--- src/rtl/matrix_op_pkg.sv ---
// matrix_op_pkg
// Shared definitions for the matrix_op_sequencer block: engine opcodes,
// the sequencer FSM state encoding and the command-queue entry layout.
package matrix_op_pkg;

    localparam int OP_W    = 3;
    // Queue entry layout: {src, op}
    localparam int ENTRY_W = 4;

    localparam logic [OP_W-1:0] OP_ADD     = 3'b000;
    localparam logic [OP_W-1:0] OP_SUB_AB  = 3'b001;
    localparam logic [OP_W-1:0] OP_SUB_BA  = 3'b010;
    localparam logic [OP_W-1:0] OP_MUL     = 3'b011;
    localparam logic [OP_W-1:0] OP_TRANS_A = 3'b100;
    localparam logic [OP_W-1:0] OP_TRANS_B = 3'b101;
    localparam logic [OP_W-1:0] OP_TRACE_A = 3'b110;
    localparam logic [OP_W-1:0] OP_TRACE_B = 3'b111;

    typedef enum logic [1:0] {
        IDLE  = 2'd0,
        ISSUE = 2'd1,
        ARM   = 2'd2,
        RUN   = 2'd3
    } state_e;

endpackage

--- src/rtl/op_fifo.sv ---
// op_fifo
// Synchronous FIFO holding queued sequencer commands. Read data is
// registered: the entry at the head is captured into rdata_o on pop and
// stays there until the next pop.
// Ports:
//   clk, rst_n        clock, asynchronous active-low reset
//   push_i, wdata_i   write strobe and entry (ignored while full)
//   pop_i             read strobe (ignored while empty)
//   rdata_o           registered read data of the last popped entry
//   full_o, empty_o   occupancy flags
//   level_o           number of stored entries
module op_fifo #(
    parameter int DEPTH = 4,
    parameter int WIDTH = 4
) (
    input  logic                     clk,
    input  logic                     rst_n,
    input  logic                     push_i,
    input  logic [WIDTH-1:0]         wdata_i,
    input  logic                     pop_i,
    output logic [WIDTH-1:0]         rdata_o,
    output logic                     full_o,
    output logic                     empty_o,
    output logic [$clog2(DEPTH):0]   level_o
);

    localparam int PTR_W = $clog2(DEPTH);
    localparam int LVL_W = PTR_W + 1;

    logic [WIDTH-1:0] mem_q [DEPTH];
    logic [PTR_W-1:0] wr_ptr_q, rd_ptr_q;
    logic [LVL_W-1:0] level_q;
    logic [WIDTH-1:0] rdata_q;
    logic             do_push, do_pop;

    assign full_o  = (level_q == LVL_W'(DEPTH));
    assign empty_o = (level_q == '0);
    assign do_push = push_i && !full_o;
    assign do_pop  = pop_i && !empty_o;

    always_ff @(posedge clk) begin
        if (do_push) begin
            mem_q[wr_ptr_q] <= wdata_i;
        end
    end

    always_ff @(posedge clk or negedge rst_n) begin
        if (!rst_n) begin
            wr_ptr_q <= '0;
            rd_ptr_q <= '0;
            level_q  <= '0;
            rdata_q  <= '0;
        end else begin
            if (do_push) begin
                wr_ptr_q <= wr_ptr_q + PTR_W'(1);
            end
            if (do_pop) begin
                rd_ptr_q <= rd_ptr_q + PTR_W'(1);
                rdata_q  <= mem_q[rd_ptr_q];
            end
            if (do_push && !do_pop) begin
                level_q <= level_q + LVL_W'(1);
            end else if (do_pop && !do_push) begin
                level_q <= level_q - LVL_W'(1);
            end
        end
    end

    assign rdata_o = rdata_q;
    assign level_o = level_q;

endmodule

--- src/rtl/matrix_op_sequencer.sv ---
// matrix_op_sequencer
// Command sequencer in front of the calc matrix engine. Two requesters are
// round-robin arbitrated into a command queue; each queued command is issued
// to the engine as calc_op plus a one-cycle calc_start, held until the
// engine's sticky calc_finish reports completion, then reported on done.
// Optional watchdog: define MATRIX_OP_SEQ_TIMEOUT_EN to abort a command that
// stays in RUN for TIMEOUT_CYCLES cycles (sets sticky timeout_err).
// Ports:
//   clk, rst_n                    clock, asynchronous active-low reset
//   reqN_valid/reqN_op/reqN_ready command handshake of requester N (N=0,1)
//   calc_op, calc_start           registered opcode and start pulse to engine
//   calc_finish                   sticky completion flag from the engine
//   done, done_op, done_src       one-cycle completion report
//   busy                          command in flight or queue not empty
//   fifo_level                    number of queued commands
//   timeout_err                   sticky watchdog flag
module matrix_op_sequencer
    import matrix_op_pkg::*;
#(
    parameter int FIFO_DEPTH     = 4,
    parameter int TIMEOUT_CYCLES = 40000
) (
    input  logic                          clk,
    input  logic                          rst_n,
    input  logic                          req0_valid,
    input  logic [2:0]                    req0_op,
    output logic                          req0_ready,
    input  logic                          req1_valid,
    input  logic [2:0]                    req1_op,
    output logic                          req1_ready,
    output logic [2:0]                    calc_op,
    output logic                          calc_start,
    input  logic                          calc_finish,
    output logic                          done,
    output logic [2:0]                    done_op,
    output logic                          done_src,
    output logic                          busy,
    output logic [$clog2(FIFO_DEPTH):0]   fifo_level,
    output logic                          timeout_err
);

    logic               grant0, grant1;
    logic               push, pop, push_src;
    logic               fifo_full, fifo_empty;
    logic [ENTRY_W-1:0] push_entry, head_entry;
    logic               rr_q, rr_d;
    state_e             state_q, state_d;
    logic               start_q, start_d;
    logic               done_q, done_d;
    logic [OP_W-1:0]    done_op_q, done_op_d;
    logic               done_src_q, done_src_d;
    logic               wd_expired;

    // rr_q names the requester that wins when both are valid; it flips to the
    // other requester after every transfer.
    always_comb begin
        grant0 = 1'b0;
        grant1 = 1'b0;
        if (req0_valid && req1_valid) begin
            grant0 = ~rr_q;
            grant1 = rr_q;
        end else begin
            grant0 = req0_valid;
            grant1 = req1_valid;
        end
    end

    assign req0_ready = grant0 && !fifo_full;
    assign req1_ready = grant1 && !fifo_full;
    assign push       = (req0_valid && req0_ready) || (req1_valid && req1_ready);
    assign push_src   = grant1;
    assign push_entry = {push_src, push_src ? req1_op : req0_op};
    assign rr_d       = push ? ~push_src : rr_q;

    op_fifo #(
        .DEPTH (FIFO_DEPTH),
        .WIDTH (ENTRY_W)
    ) u_fifo (
        .clk     (clk),
        .rst_n   (rst_n),
        .push_i  (push),
        .wdata_i (push_entry),
        .pop_i   (pop),
        .rdata_o (head_entry),
        .full_o  (fifo_full),
        .empty_o (fifo_empty),
        .level_o (fifo_level)
    );

    // The FIFO's registered read data doubles as the calc_op/src register:
    // it loads on pop and holds until the next pop.
    always_comb begin
        state_d    = state_q;
        pop        = 1'b0;
        start_d    = 1'b0;
        done_d     = 1'b0;
        done_op_d  = done_op_q;
        done_src_d = done_src_q;
        case (state_q)
            IDLE: begin
                // The cycle that reports a completion is not used to pop, so
                // the next start follows a finish by three cycles.
                if (!fifo_empty && !done_q) begin
                    pop     = 1'b1;
                    start_d = 1'b1;
                    state_d = ISSUE;
                end
            end
            ISSUE: state_d = ARM;
            // calc_finish still shows the previous command here.
            ARM:   state_d = RUN;
            RUN: begin
                if (calc_finish || wd_expired) begin
                    done_d     = 1'b1;
                    done_op_d  = head_entry[OP_W-1:0];
                    done_src_d = head_entry[ENTRY_W-1];
                    state_d    = IDLE;
                end
            end
            default: state_d = IDLE;
        endcase
    end

    always_ff @(posedge clk or negedge rst_n) begin
        if (!rst_n) begin
            state_q    <= IDLE;
            rr_q       <= 1'b0;
            start_q    <= 1'b0;
            done_q     <= 1'b0;
            done_op_q  <= '0;
            done_src_q <= 1'b0;
        end else begin
            state_q    <= state_d;
            rr_q       <= rr_d;
            start_q    <= start_d;
            done_q     <= done_d;
            done_op_q  <= done_op_d;
            done_src_q <= done_src_d;
        end
    end

`ifdef MATRIX_OP_SEQ_TIMEOUT_EN
    localparam int WD_W = $clog2(TIMEOUT_CYCLES + 1);

    logic [WD_W-1:0] wd_cnt_q;
    logic            to_err_q;

    // Counter is zero on the first RUN cycle; it expires on the
    // TIMEOUT_CYCLES-th RUN cycle without a finish.
    assign wd_expired = (state_q == RUN) && !calc_finish &&
                        (wd_cnt_q == WD_W'(TIMEOUT_CYCLES - 1));

    always_ff @(posedge clk or negedge rst_n) begin
        if (!rst_n) begin
            wd_cnt_q <= '0;
            to_err_q <= 1'b0;
        end else begin
            if (state_q != RUN) begin
                wd_cnt_q <= '0;
            end else begin
                wd_cnt_q <= wd_cnt_q + WD_W'(1);
            end
            if (wd_expired) begin
                to_err_q <= 1'b1;
            end
        end
    end

    assign timeout_err = to_err_q;
`else
    assign wd_expired  = 1'b0;
    // Constant 0; TIMEOUT_CYCLES only matters with the watchdog built in.
    assign timeout_err = (TIMEOUT_CYCLES < 0);
`endif

    assign calc_op    = head_entry[OP_W-1:0];
    assign calc_start = start_q;
    assign done       = done_q;
    assign done_op    = done_op_q;
    assign done_src   = done_src_q;
    assign busy       = (state_q != IDLE) || !fifo_empty;

endmodule

--- config.mk ---
export PLATFORM = sky130hd
export DESIGN_NAME = matrix_op_sequencer
export DESIGN_NICKNAME = d
export VERILOG_FILES = /design/src/rtl/matrix_op_pkg.sv /design/src/rtl/op_fifo.sv /design/src/rtl/matrix_op_sequencer.sv
export SDC_FILE = /design/constraint.sdc
export NUM_CORES = 1
export LEC_CHECK = 0
export CORE_MARGIN = 4
export CORE_UTILIZATION = 35
export DETAILED_ROUTE_END_ITERATION = 6
export GPL_TIMING_DRIVEN = 1
export PLACE_DENSITY = 0.59
export SETUP_SLACK_MARGIN = 0.15
export SYNTH_ARGS = -nofsm -noshare
export SYNTH_HDL_FRONTEND = slang
export SYNTH_HIERARCHICAL = 1
export SYNTH_SLANG_ARGS = --single-unit
export TNS_END_PERCENT = 20
--- constraint.sdc ---
create_clock -name clk -period 2.1 [get_ports clk]
set_input_delay 0.42 -clock clk [delete_from_list [all_inputs] [get_ports clk]]
set_output_delay 0.42 -clock clk [all_outputs]
set_load 0.1 [all_outputs]
Word level (Yosys, flattened, before mapping) --
Memory sizes are Yosys's and may differ from the RTL's. A register that Yosys moved wholly into a read port is not among the register bits. Index checks and enable logic that the tools add are counted.
Operators by class: muxes and demuxes 14, reductions and logical operators 24, $add $sub $neg 4, bitwise operators 2, equal/unequal tests 6
Operators with widths (number):
- logical AND 1 bit | 10
- two-way mux 3 bit | 3
- two-way mux 1 bit | 8
- case mux 2 bit (4 select lines) | 1
- logical NOT 1 bit | 6
- adder 2 x 1 -> 2 bit (second input constant) | 2
- equality test 2 bit (second input constant) | 2
- two-way mux 2 bit | 2
- != test 2 bit (second input constant) | 2
- AND reduction 2 bit | 2
- nonzero test 2 bit | 2
- adder 3 x 1 -> 3 bit (second input constant) | 1
- equality test 3 bit (second input constant) | 1
- logical NOT 3 bit | 1
- subtractor 3 x 1 -> 3 bit (second input constant) | 1
- equality test 2 x 1 -> 1 bit (second input constant) | 1
- logical NOT 2 bit | 1
- logical OR 1 bit | 2
- NOT 1 bit | 2
Word-level totals: logic and storage cells 60, register bits after elaboration 16, input bits 11, memories kept 1, bits in writable memories 16, output and inout bits 16
Memory list:
- u_fifo.mem_q | words 4, bits a word 4, rd ports 1, clocked after Yosys merged registers in 1, write ports 1, line op_fifo.sv:30 | logic [WIDTH-1:0] mem_q [DEPTH];

Logic depth before layout (Yosys ltp) --
word-level depth 10, depth in mapped cells 10, mapped depth without buffers 10

Modules after synthesis --
The synthesis kept the hierarchy.
By module, submodules not included:
- op_fifo | cells each 65, seq. area each 755.7 um^2, area each 1167.4 um^2, instances 1
- matrix_op_sequencer | cells each 44, seq. area each 225.2 um^2, area each 486.7 um^2, instances 1

Worst setup path before layout --
No wires, ideal clock.
kind register to output, from reg u_fifo.level_q[0], in the netlist u_fifo/level_o[0], to out req0_ready, data required time 1.680 ns, slack -1.861 ns, arrival time 3.541 ns, stages on the path, launching flop included 3, buffers on the path 0, path through dfrtp_1 nor3b_2 a211oi_1
On the way: word-level cells in the longest chain between the ends 3
RTL lines:
- start: declaration | line op_fifo.sv:32 | logic [LVL_W-1:0] level_q;
- start signal: assignment | line op_fifo.sv:62 | level_q <= level_q + LVL_W'(1);
- start signal: assignment | line op_fifo.sv:64 | level_q <= level_q - LVL_W'(1);
- equality test 3 bit | line op_fifo.sv:36 | assign full_o = (level_q == LVL_W'(DEPTH));
- net fifo_full | line matrix_op_sequencer.sv:44 | logic fifo_full, fifo_empty;
- logical NOT 1 bit | line matrix_op_sequencer.sv:68 | assign req0_ready = grant0 && !fifo_full;
- logical AND 1 bit | line matrix_op_sequencer.sv:68
- end: declaration | line matrix_op_sequencer.sv:27 | output logic req0_ready,
The timed path passes the listed nets, and every way through them passes these cells.

Final worst setup path --
from reg u_fifo.level_q[1], in the netlist u_fifo/level_o[1], to reg u_fifo.level_q[1], in the netlist u_fifo/level_o[1]
On the way: word-level cells in the longest chain between the ends 9, elaborated cells on any way between the ends 23, classes of those cells 2 x add/sub; 1 x eq/ne; 4 x mux; 16 x reduce/logical
RTL lines:
- equality test 3 bit (*) | line op_fifo.sv:36
- net fifo_full | line matrix_op_sequencer.sv:44
- logical NOT 1 bit (*) | line matrix_op_sequencer.sv:68, matrix_op_sequencer.sv:69
- logical AND 1 bit, on equally long branches | line matrix_op_sequencer.sv:68, matrix_op_sequencer.sv:69
- logical AND 1 bit | line matrix_op_sequencer.sv:70 | assign push = (req0_valid && req0_ready) || (req1_valid && req1_ready);
- logical OR 1 bit (*) | line matrix_op_sequencer.sv:70
- net push | line matrix_op_sequencer.sv:43 | logic push, pop, push_src;
- logical AND 1 bit (*) | line op_fifo.sv:38 | assign do_push = push_i && !full_o;
- logical NOT 1 bit | line op_fifo.sv:63 | end else if (do_pop && !do_push) begin
- logical AND 1 bit | line op_fifo.sv:63
- nonzero test 2 bit (no source line)
The timed path passes the listed nets; every way through them passes the cells marked *. The select of a mux whose other input is x is not followed. A chain may end at the register's enable or synchronous reset.

==> reports/metrics.yaml <==
yosys:
  synth_ff_type: "dfrtp_1"
  netlist_instances: 109
  yosys-top-cells-area: "dfrtp_1 30%, edfxtp_1 29%, mux2_2 6.1%, ha_1 6.1%, mux4_2 5.4%"
  ys_types: 29
  synth_seq_cells: 36
  syn_area_um2: 1650
  async_flop_share_pct: 55.6
  synth_top_area_cell: "dfrtp_1"
  syn_area_per_cell_um2: 15.2
  synth_fp_nets: 129
  synth-edff-count: 16
  synth_seq_area_share_pct: 59.3
  synth_top_area_share_pct: 30.3
  yosysWarningCount: 6
cts:
  clk-insertion-delay-late_ns: 0.28
  cts_max_path_buffers: 2
  cts_tree: "built"
  htree_num_levels: 2
  cts.sinks: 36
  cts_root_buf: "clkbuf_8"
  clkTransAtPathRegs_ns: 0.07
  numCtsBuffers: 5
setup_path:
  cp.required_ns: 2.27
  start_kind: "register"
  r2r_end: "u_fifo/level_o[1]"
  rr_startpoint: "u_fifo/level_o[1]"
  cp.arrival_ns: 2.18
  r2r_setup_slack_ns: 0.09
  reg2reg_depth: 7
  worstPathMaxFanout: 4
  end_kind: "register"
  path_class: "register to register"
sta:
  fin_ws_ns: 0.0898
  drv_slew: 0
  hold_viol: 0
  finalCritPeriodShare_pct: 95.7
  max_freq_mhz: 497
  skew_ns: 0.00470
  timing.setup.tns_ns: 0
  period_minus_slack_ns: 2.01
  rsz0062_at_grt: "yes"
  setup_viol: 0
die:
  rows: 24
  core_um2: 4470
  dieArea_um2: 5890
  die_w_um: 76.7
  dieHeight_um: 76.7
  ios: 27
  start_util_pct: 37.0
global_routing:
  grt_use_total_pct: 10.3
  grt_pass1_vias: 1027
  antenna_found_initial: 0
  grt.overflow.total: 0
  grt_max_degree: 21
  grt_pass1_wl_um: 4730
run_status:
  outcome: "finished, final reports clean"
place:
  gp_congestion: 0.760
  portBuffers: 25
  dp_slack_ns: -0.208
  dpl_cell_area_um2: 2060
  hpwlAfterDp_um: 2050
route:
  dr.max_layer_used: "met4"
  wl_met1_um: 1230
  via_count: 956
  drt_iter0_markers: 25
  drt-wirelength-per-cell_um: 13.1
  met3_length_um: 161
  routed_wl_um: 2720
  final_antenna_net_count: 0
  drc: 0
  met2_length_um: 1280
  firstDrtPassIters: 3
  routed_via_density: 4.60
layout:
  drive_gt1_share_pct: 46.8
  antennaDiodeCount: 0
  finish.net_count: 175
  area.growth.synth_to_final_pct: 36.8
  fin_area_um2: 2260
run:
  max_cap_violations: 0
worst_hold_path:
  hold_path.class: "input port to async pin"
-- worst max path at each step --
stage	start	end	slack, ns	cells after the start
floorplan	u_fifo/level_o[2]	u_fifo/level_o[1]	-0.22	8
global placement	req1_valid	u_fifo/level_o[2]	-0.16	10
detailed placement	req1_valid	u_fifo/level_o[2]	-0.21	10
CTS	u_fifo/level_o[1]	u_fifo/level_o[1]	0.07	7
global route	state_q[1]	u_fifo/level_o[1]	0.009	8
finish	u_fifo/level_o[1]	u_fifo/level_o[1]	0.09	7
-- metal layers --
layer,global-route usage [%],vias to the layer above
met2,17.2,24
met3,4.10,5
met5,0,-
met4,3.80,0
met1,11.9,460
li1,-,467
-- through the flow --
stage | hold slack [ns] | util, % | instances
floorplan | 0.124 | - | 109
global placement | 0.489 | 46.0 | 191
detailed placement | 0.495 | 46.0 | 191
CTS | 0.486 | 50.2 | 206
global route | 0.506 | 50.6 | 208
finish | 0.482 | 50.6 | 208
-- worst max-delay path: stages (launching register included) --
cell and delay (ns):
dfrtp_4 0.52, nor3b_4 0.29, nor2_1 0.07, nor2b_4 0.14
ha_4 0.17, inv_2 0.04, fa_1 0.39, mux2_2 0.27
-- cell families (layout without fill, tap and decap cells) --
kind of cell	count (synthesis)	count (layout)	synth area share, %
flops	36	36	59.3
buf+inv	13	60	4.08
mux	17	17	15.2
simple gates	17	17	5.60
xor+xnor	6	6	3.18
fa+ha+maj	9	9	7.26
compound gates	10	10	5.14
other cells	1	1	0.227
-- sequential cells by signal, indices dropped and copies added, names as in the netlist --
register,flops
u_fifo/level_o,3
u_fifo/rd_ptr_q,2
done_src,1
u_fifo/mem_q,16
done_op,3
done,1
u_fifo/rdata_o,4
state_q,2
rr_q,1
u_fifo/wr_ptr_q,2
calc_start,1
-- synthesized netlist by cell type, drive strengths merged, types with 2 or more instances --
master and instances:
a21oi 4, inv 10, nor2 6, edfxtp 16, nor3b 2, xor2 3
dfrtp 20, ha 8, mux4 4, mux2 13, o21ai 2, buf 3
xnor2 3, and2 4, nand2 2
-- final cells by class --
cell class                 instances  area (µm²)
fill                             387        2210
clock buffer                       5        68.8
tap                               52        65.1
multi-input combinational         60         682
inverter                          10        37.5
timing repair buffer              42         378
clock inverter                     3        37.5
sequential                        36         993
-- what timing repair did --
action                                  CTS  global route
resized for setup                         5             1
pin swaps                                 3             0
endpoints found under the setup margin    4             4
setup buffers                             7             2
hold buffers                              0             0
-- cells in the final DEF, fill, tap and decap left out, types with 2 or more instances in the layout --
cell,instances
xnor2_1,3
dfrtp_1,16
clkinv_1,2
dfrtp_4,3
buf_4,29
nand2_1,2
inv_1,7
and2_1,4
xor2_1,3
mux2_4,4
clkdlybuf4s50_1,10
edfxtp_1,16
ha_1,6
buf_12,3
inv_2,3
nor3b_4,2
nor2_1,5
clkbuf_8,5
mux2_2,9
a21oi_1,4
mux4_2,4
ha_4,2
Power is left out: the tool's default activity adds up to more than one toggle a clock period on the data nets, which glitch-free logic cannot reach.
